===== src/rtl/riscv_mc_control_pkg.sv =====
// riscv_mc_control_pkg: shared types and encodings for the multi-cycle RV32I control unit.
// Contents: ALU operation classes, FSM states, trap causes, opcode classes,
// RV32I base opcodes, PcSel and MemToReg encodings.
package riscv_mc_control_pkg;

    typedef enum logic [1:0] {
        ALU_ADD    = 2'd0,
        ALU_RTYPE  = 2'd1,
        ALU_ITYPE  = 2'd2,
        ALU_BRANCH = 2'd3
    } aluop_t;

    typedef enum logic [2:0] {
        ST_FETCH,
        ST_DECODE,
        ST_EXEC,
        ST_MEM,
        ST_WB,
        ST_HALT
    } mc_state_t;

    typedef enum logic [1:0] {
        TRAP_NONE    = 2'd0,
        TRAP_ILLEGAL = 2'd1,
        TRAP_SYSTEM  = 2'd2,
        TRAP_TIMEOUT = 2'd3
    } trap_cause_t;

    typedef enum logic [3:0] {
        CLS_R,
        CLS_I,
        CLS_LOAD,
        CLS_STORE,
        CLS_BRANCH,
        CLS_JAL,
        CLS_JALR,
        CLS_LUI,
        CLS_AUIPC,
        CLS_SYSTEM,
        CLS_ILLEGAL
    } opc_class_t;

    localparam logic [6:0] OPC_RTYPE  = 7'b0110011;
    localparam logic [6:0] OPC_ITYPE  = 7'b0010011;
    localparam logic [6:0] OPC_LOAD   = 7'b0000011;
    localparam logic [6:0] OPC_STORE  = 7'b0100011;
    localparam logic [6:0] OPC_BRANCH = 7'b1100011;
    localparam logic [6:0] OPC_JAL    = 7'b1101111;
    localparam logic [6:0] OPC_JALR   = 7'b1100111;
    localparam logic [6:0] OPC_LUI    = 7'b0110111;
    localparam logic [6:0] OPC_AUIPC  = 7'b0010111;
    localparam logic [6:0] OPC_SYSTEM = 7'b1110011;

    localparam logic [1:0] PCSEL_PLUS4  = 2'd0;
    localparam logic [1:0] PCSEL_BRANCH = 2'd1;
    localparam logic [1:0] PCSEL_JALR   = 2'd2;

    localparam logic [2:0] M2R_ALU = 3'd0;
    localparam logic [2:0] M2R_MEM = 3'd1;
    localparam logic [2:0] M2R_PC4 = 3'd2;
    localparam logic [2:0] M2R_IMM = 3'd3;

endpackage


===== src/rtl/riscv_mc_control_opc_decode.sv =====
// mc_opc_decode: combinational opcode-to-class and legality decoder.
// Ports: opc_i (7-bit opcode) -> cls_o (instruction class), legal_o (opcode is one of the supported RV32I base opcodes).
module mc_opc_decode
    import riscv_mc_control_pkg::*;
(
    input  logic [6:0] opc_i,
    output opc_class_t cls_o,
    output logic       legal_o
);

    always_comb begin
        cls_o = CLS_ILLEGAL;
        case (opc_i)
            OPC_RTYPE:  cls_o = CLS_R;
            OPC_ITYPE:  cls_o = CLS_I;
            OPC_LOAD:   cls_o = CLS_LOAD;
            OPC_STORE:  cls_o = CLS_STORE;
            OPC_BRANCH: cls_o = CLS_BRANCH;
            OPC_JAL:    cls_o = CLS_JAL;
            OPC_JALR:   cls_o = CLS_JALR;
            OPC_LUI:    cls_o = CLS_LUI;
            OPC_AUIPC:  cls_o = CLS_AUIPC;
            OPC_SYSTEM: cls_o = CLS_SYSTEM;
            default:    cls_o = CLS_ILLEGAL;
        endcase
    end

    assign legal_o = (cls_o != CLS_ILLEGAL);

endmodule


===== src/rtl/riscv_mc_control.sv =====
// riscv_mc_control: multi-cycle RV32I control FSM (fetch/decode/exec/mem/wb/halt).
// Inputs : clk, reset (sync, active-high), inst_opc, take_branch, imem_ready, dmem_ready.
// Outputs: imem_req, CTL_* datapath strobes/selects, halted, trap_cause, instret.
// Optional: define RISCV_BUS_TIMEOUT_EN to halt with cause 3 after TIMEOUT_CYCLES
// consecutive bus wait cycles; otherwise bus waits are unbounded.
module riscv_mc_control
    import riscv_mc_control_pkg::*;
#(
    parameter int CNT_WIDTH      = 32,
    parameter int TIMEOUT_CYCLES = 255
) (
    input  logic                 clk,
    input  logic                 reset,
    input  logic [6:0]           inst_opc,
    input  logic                 take_branch,
    input  logic                 imem_ready,
    input  logic                 dmem_ready,
    output logic                 imem_req,
    output logic                 CTL_IrWrite,
    output logic                 CTL_PcWrite,
    output logic [1:0]           CTL_PcSel,
    output logic                 CTL_AluSrcA,
    output logic                 CTL_AluSrc,
    output aluop_t               CTL_AluOp,
    output logic                 CTL_MemRead,
    output logic                 CTL_MemWrite,
    output logic [2:0]           CTL_MemToReg,
    output logic                 CTL_RegWrite,
    output logic                 halted,
    output logic [1:0]           trap_cause,
    output logic [CNT_WIDTH-1:0] instret
);

    if (TIMEOUT_CYCLES < 1) begin : g_bad_timeout
        $error("TIMEOUT_CYCLES must be at least 1");
    end

    mc_state_t             state_q, state_d;
    logic [1:0]            cause_q, cause_d;
    logic [CNT_WIDTH-1:0]  cnt_q;
    logic                  retire;
    logic                  tmo;
    opc_class_t            cls;
    logic                  legal;

    mc_opc_decode u_dec (
        .opc_i   (inst_opc),
        .cls_o   (cls),
        .legal_o (legal)
    );

`ifdef RISCV_BUS_TIMEOUT_EN
    localparam int TW = $clog2(TIMEOUT_CYCLES + 1);
    logic [TW-1:0] wait_q;
    logic          pend;
    // A pending cycle is one with a request up and no ready; the counter is
    // zero whenever a request is granted or not outstanding, so it restarts on
    // every entry to FETCH or MEM.
    assign pend = (state_q == ST_FETCH && !imem_ready) || (state_q == ST_MEM && !dmem_ready);
    assign tmo  = pend && (wait_q == TW'(TIMEOUT_CYCLES - 1));
    always_ff @(posedge clk) begin
        wait_q <= (reset || !pend) ? '0 : wait_q + 1'b1;
    end
`else
    assign tmo = 1'b0;
`endif

    // Outputs decode the registered state; everything is forced low while
    // reset is sampled so a request never leaks into a reset cycle.
    always_comb begin
        state_d      = state_q;
        cause_d      = cause_q;
        retire       = 1'b0;
        imem_req     = 1'b0;
        CTL_IrWrite  = 1'b0;
        CTL_PcWrite  = 1'b0;
        CTL_PcSel    = PCSEL_PLUS4;
        CTL_AluSrcA  = 1'b0;
        CTL_AluSrc   = 1'b0;
        CTL_AluOp    = ALU_ADD;
        CTL_MemRead  = 1'b0;
        CTL_MemWrite = 1'b0;
        CTL_MemToReg = M2R_ALU;
        CTL_RegWrite = 1'b0;
        halted       = 1'b0;
        if (!reset) begin
            case (state_q)
                ST_FETCH: begin
                    imem_req = 1'b1;
                    if (imem_ready) begin
                        CTL_IrWrite = 1'b1;
                        CTL_PcWrite = 1'b1;
                        state_d     = ST_DECODE;
                    end else if (tmo) begin
                        state_d = ST_HALT;
                        cause_d = TRAP_TIMEOUT;
                    end
                end
                ST_DECODE: begin
                    state_d = (cls == CLS_SYSTEM || !legal) ? ST_HALT : ST_EXEC;
                    cause_d = (cls == CLS_SYSTEM) ? TRAP_SYSTEM : !legal ? TRAP_ILLEGAL : cause_q;
                end
                ST_EXEC: begin
                    state_d = ST_WB;
                    case (cls)
                        CLS_R: CTL_AluOp = ALU_RTYPE;
                        CLS_I: begin
                            CTL_AluSrc = 1'b1;
                            CTL_AluOp  = ALU_ITYPE;
                        end
                        CLS_LOAD, CLS_STORE: begin
                            CTL_AluSrc = 1'b1;
                            state_d    = ST_MEM;
                        end
                        CLS_BRANCH: begin
                            CTL_AluOp   = ALU_BRANCH;
                            CTL_PcWrite = take_branch;
                            CTL_PcSel   = PCSEL_BRANCH;
                            state_d     = ST_FETCH;
                            retire      = 1'b1;
                        end
                        CLS_JAL: begin
                            CTL_PcSel   = PCSEL_BRANCH;
                            CTL_PcWrite = 1'b1;
                        end
                        CLS_JALR: begin
                            CTL_PcSel   = PCSEL_JALR;
                            CTL_PcWrite = 1'b1;
                        end
                        CLS_AUIPC: begin
                            CTL_AluSrcA = 1'b1;
                            CTL_AluSrc  = 1'b1;
                        end
                        CLS_LUI: state_d = ST_WB;
                        default: begin
                            // Opcode changed under a decoded instruction.
                            state_d = ST_HALT;
                            cause_d = TRAP_ILLEGAL;
                        end
                    endcase
                end
                ST_MEM: begin
                    CTL_MemRead  = (cls == CLS_LOAD);
                    CTL_MemWrite = (cls != CLS_LOAD);
                    if (dmem_ready) begin
                        state_d = (cls == CLS_LOAD) ? ST_WB : ST_FETCH;
                        retire  = (cls != CLS_LOAD);
                    end else if (tmo) begin
                        state_d = ST_HALT;
                        cause_d = TRAP_TIMEOUT;
                    end
                end
                ST_WB: begin
                    CTL_RegWrite = 1'b1;
                    CTL_MemToReg = (cls == CLS_LOAD) ? M2R_MEM :
                                   (cls == CLS_JAL || cls == CLS_JALR) ? M2R_PC4 :
                                   (cls == CLS_LUI) ? M2R_IMM : M2R_ALU;
                    state_d      = ST_FETCH;
                    retire       = 1'b1;
                end
                ST_HALT: halted = 1'b1;
                default: state_d = ST_FETCH;
            endcase
        end
    end

    always_ff @(posedge clk) begin
        if (reset) begin
            state_q <= ST_FETCH;
            cause_q <= TRAP_NONE;
            cnt_q   <= '0;
        end else begin
            state_q <= state_d;
            cause_q <= cause_d;
            cnt_q   <= cnt_q + CNT_WIDTH'(retire);
        end
    end

    assign trap_cause = reset ? 2'd0 : cause_q;
    assign instret    = reset ? '0 : cnt_q;

endmodule

===== config.mk =====
export PLATFORM = sky130hd
export DESIGN_NAME = riscv_mc_control
export DESIGN_NICKNAME = d
export VERILOG_FILES = /design/src/rtl/riscv_mc_control_pkg.sv /design/src/rtl/riscv_mc_control_opc_decode.sv /design/src/rtl/riscv_mc_control.sv
export SDC_FILE = /design/constraint.sdc
export NUM_CORES = 1
export LEC_CHECK = 0
export CAP_MARGIN = 20
export CORE_UTILIZATION = 45
export CTS_CLUSTER_SIZE = 25
export DETAILED_ROUTE_END_ITERATION = 16
export GPL_ROUTABILITY_DRIVEN = 0
export HOLD_SLACK_MARGIN = 0.08
export PLACE_DENSITY = 0.81
export SYNTH_ARGS = -nofsm -noshare
export SYNTH_HDL_FRONTEND = slang
export SYNTH_SLANG_ARGS = --single-unit

===== constraint.sdc =====
create_clock -name clk -period 4.4 [get_ports clk]
set_input_delay 0.88 -clock clk [delete_from_list [all_inputs] [get_ports clk]]
set_output_delay 0.88 -clock clk [all_outputs]
set_load 0.03 [all_outputs]

==> load_flow_metrics.sql <==
INSERT INTO impl_metrics (metric_group, metric, value, unit) VALUES
('sta', 'finalHoldViolCount', '0', ''),
('route', 'totalWireLength', '6144', 'um'),
('worst_hold_path', 'worst_hold_path_type', 'flop to flop', ''),
('sta', 'timing.fmax', '0.2399', 'GHz'),
('final_layout', 'final_cell_mix', 'sky130_fd_sc_hd__clkdlybuf4s50_1 (59), sky130_fd_sc_hd__dfxtp_1 (37), sky130_fd_sc_hd__nor2_1 (36), sky130_fd_sc_hd__nor2b_1 (36), sky130_fd_sc_hd__nand2_1 (20)', ''),
('run', 'max_cap_viol_count', '0', ''),
('route', 'remaining_drc_errors', '0', ''),
('critical_path', 'setup.worst_path.class', 'input pin to output pin', ''),
('final_layout', 'fill_cells', '477', ''),
('route', 'firstDrtPassIters', '4', ''),
('die', 'floorplan.io_pins', '62', ''),
('critical_path', 'worst-r2r-cell-count', '9', ''),
('grt', 'grt_remaining_overflow', '0', ''),
('final_layout', 'diodes', '0', ''),
('place', 'preCtsSetupSlack', '0.2145', 'ns'),
('die', 'die_h', '76.70', 'um'),
('place', 'numPortBuffers', '60', ''),
('critical_path', 'nature_of_the_critical_path_endpoint', 'output pin', ''),
('die', 'placementRows', '26', ''),
('synth', 'cell_area_after_synthesis', '0.002511', 'sq mm'),
('die', 'core_area', '0.005238', 'sq mm'),
('critical_path', 'crit_path_max_fanout', '6', ''),
('final_layout', 'postLayoutCoreUtil', '61.68', '%'),
('die', 'floorplan.die_area', '0.005883', 'sq mm'),
('synth', 'synth-edff-count', '0', ''),
('pwr', 'p_leak', '0.001086', 'uW'),
('clock_tree', 'post_cts_buffers', '0', ''),
('critical_path', 'critical_path.cell_chain', 'clkdlybuf4s50_1 -> buf_4 -> or3b_2 -> a21oi_1 -> o2111ai_1 -> a21oi_1 -> clkdlybuf4s50_1', ''),
('worst_hold_path', 'min_to', 'cause_q[0]', ''),
('route', 'vias', '2570', ''),
('worst_hold_path', 'holdCritStartpoint', 'cause_q[0]', ''),
('critical_path', 'worst-r2r-setup-slack', '1.43', 'ns'),
('synth', 'synth-main-ff-cell', 'sky130_fd_sc_hd__dfxtp_1', ''),
('die', 'die_span_x', '76.70', 'um'),
('sta', 'hold_slack', '0.4720', 'ns'),
('synth', 'ys_ff_latch', '37', ''),
('route', 'drt.antenna.violating_nets', '0', ''),
('synth', 'synthArstFlopShare', '0', '%'),
('sta', 'fin_setup_tns', '0', 'ns'),
('sta', 'period_needed', '4.169', 'ns'),
('clock_tree', 'clock-root-buffer', 'sky130_fd_sc_hd__clkbuf_8', ''),
('grt', 'number_of_global_route_vias_before_repair', '2356', ''),
('critical_path', 'startpoint_type', 'input pin', ''),
('clock_tree', 'cts_buffers', '5', ''),
('synth', 'synthCells', '334', ''),
('grt', 'grt_start_max_net_pins', '70', ''),
('synth', 'yosysUniqueCellTypes', '53', ''),
('synth', 'synthesis.area_per_instance', '7.518', 'sq um'),
('worst_hold_path', 'holdPathStages', '1', ''),
('sta', 'slew_viol_final', '0', ''),
('route', 'via_per_inst', '5.673', ''),
('sta', 'tightestPinTransition', '0.6321', 'ns'),
('clock_tree', 'worst_setup_hold_path_clk_slew', '0.07', 'ns'),
('clock_tree', 'postCtsHoldBufs', '0', ''),
('synth', 'yosysSeqAreaShare', '29.50', '%'),
('sta', 'setup_repair_after_global_routing_missed_its_margin', 'false', ''),
('final_layout', 'final_net_count', '396', ''),
('critical_path', 'r2r-start', 'state_q[0]', ''),
('grt', 'global_route.usage.met2', '38.39', '%'),
('sta', 'setup_viol_count_final', '0', ''),
('critical_path', 'max_stage_delay', '0.69', 'ns'),
('clock_tree', 'h-tree-depth', '2', ''),
('sta', 'clock-skew-final', '0.006402', 'ns'),
('grt', 'met1_usage', '25.82', '%'),
('grt', 'grt_pass1_wl', '10540', 'um'),
('synth', 'synth_nets', '348', ''),
('clock_tree', 'postCtsResizedCells', '0', ''),
('route', 'wire_per_inst', '13.56', 'um'),
('die', 'floorplan.initialDensity', '47.95', '%'),
('clock_tree', 'clock_latency', '0.28', 'ns'),
('status', 'result_of_the_run', 'finished, final reports clean', '');
-- cell usage after synthesis, types with 2 or more instances --
cell | n | area (sq um)
sky130_fd_sc_hd__o31a_1 | 2 | 17.52
sky130_fd_sc_hd__ha_1 | 2 | 25.02
sky130_fd_sc_hd__inv_1 | 11 | 41.29
sky130_fd_sc_hd__and4_1 | 4 | 35.03
sky130_fd_sc_hd__nand2_1 | 20 | 75.07
sky130_fd_sc_hd__nand4b_1 | 2 | 17.52
sky130_fd_sc_hd__clkbuf_1 | 22 | 82.58
sky130_fd_sc_hd__a31o_2 | 3 | 26.28
sky130_fd_sc_hd__nor3_1 | 10 | 50.05
sky130_fd_sc_hd__dfxtp_1 | 37 | 740.7
sky130_fd_sc_hd__nand3_1 | 11 | 55.05
sky130_fd_sc_hd__o21ba_2 | 2 | 20.02
sky130_fd_sc_hd__xor2_1 | 3 | 26.28
sky130_fd_sc_hd__mux2_2 | 10 | 112.6
sky130_fd_sc_hd__xnor2_1 | 7 | 61.31
sky130_fd_sc_hd__o2111ai_1 | 2 | 17.52
sky130_fd_sc_hd__and3_1 | 4 | 25.02
sky130_fd_sc_hd__nand2b_1 | 4 | 25.02
sky130_fd_sc_hd__a211oi_1 | 3 | 22.52
sky130_fd_sc_hd__or4_1 | 5 | 37.54
sky130_fd_sc_hd__a21oi_1 | 17 | 85.08
sky130_fd_sc_hd__nor2b_1 | 36 | 225.2
sky130_fd_sc_hd__nand3b_1 | 4 | 30.03
sky130_fd_sc_hd__a311oi_1 | 2 | 17.52
sky130_fd_sc_hd__and2_1 | 4 | 25.02
sky130_fd_sc_hd__nor4_1 | 10 | 62.56
sky130_fd_sc_hd__o21ai_0 | 10 | 50.05
sky130_fd_sc_hd__nand4_1 | 11 | 68.82
sky130_fd_sc_hd__o41ai_1 | 2 | 17.52
sky130_fd_sc_hd__nor2_1 | 36 | 135.1
sky130_fd_sc_hd__o31ai_1 | 3 | 22.52
sky130_fd_sc_hd__buf_1 | 3 | 11.26
sky130_fd_sc_hd__or3_1 | 12 | 75.07
-- worst max-delay path by stage --
stage                      from         endpoint  slack [ns]  cells after the start
floorplan           inst_opc[2]  CTL_MemToReg[0]        0.51                      3
finish              inst_opc[3]     CTL_PcSel[1]        0.23                      7
global route        inst_opc[3]     CTL_PcSel[0]        0.19                      7
CTS                 inst_opc[3]     CTL_PcSel[1]        0.29                      7
detailed placement  inst_opc[0]        cnt_q[22]        0.21                     11
global placement    inst_opc[0]        cnt_q[22]        0.30                     11
-- metrics by stage --
step / cells / area, sq um
2_1_floorplan: 334 / 2511
3_3_place_gp: 445 / 3148
3_5_place_dp: 445 / 3148
4_1_cts: 453 / 3231
5_1_grt: 453 / 3231
6_report: 453 / 3231
-- layer usage --
layer,wire length [um],vias to the layer above
met5,0,-
met4,82,0
met3,342,9
met2,3054,87
met1,2663,1176
li1,-,1298
-- registers in the layout, summed over array words and instances, names as in the netlist --
register  cells
cnt_q        32
cause_q       2
state_q       3
-- worst max-delay path, delay by kind of cell --
family | cells | cell delay [ns]
buffers and inverters | 3 | 1.41
AND/OR/NAND/NOR | 1 | 0.50
AO/OA/AOI/OAI | 3 | 0.50
-- power by group --
group / total [uW] / leakage [uW] / switching, uW / internal [uW]
sequential: 353 / 0.000299 / 12.5 / 340
clock: 224 / 0.0000450 / 114 / 110
combinational: 107 / 0.000742 / 59.5 / 47.3
-- area by class of cell --
class                           instances  area, sq um  share of cell area [%]
Timing Repair Buffer                   68        655.6                   20.29
Inverter                               11        41.29                   1.278
Clock buffer                            6        72.57                   2.246
Sequential cell                        37        740.7                   22.93
Clock inverter                          2        10.01                  0.3098
Tap cell                               70        87.58                   2.711
Multi-Input combinational cell        259         1623                   50.23
-- logic make-up after synthesis --
kind of cell / after synthesis / share of synthesized area, %
adders and majority gates: 2 / 0.9964
buffers and inverters: 38 / 5.879
and+or+nand+nor: 180 / 40.26
muxes: 11 / 4.883
other: 1 / 0.1493
DFF: 37 / 29.50
xor gates and xnor gates: 10 / 3.488
AOI/OAI and AO/OA: 55 / 14.85
No activity file was read; power rests on OpenSTA's default activity.
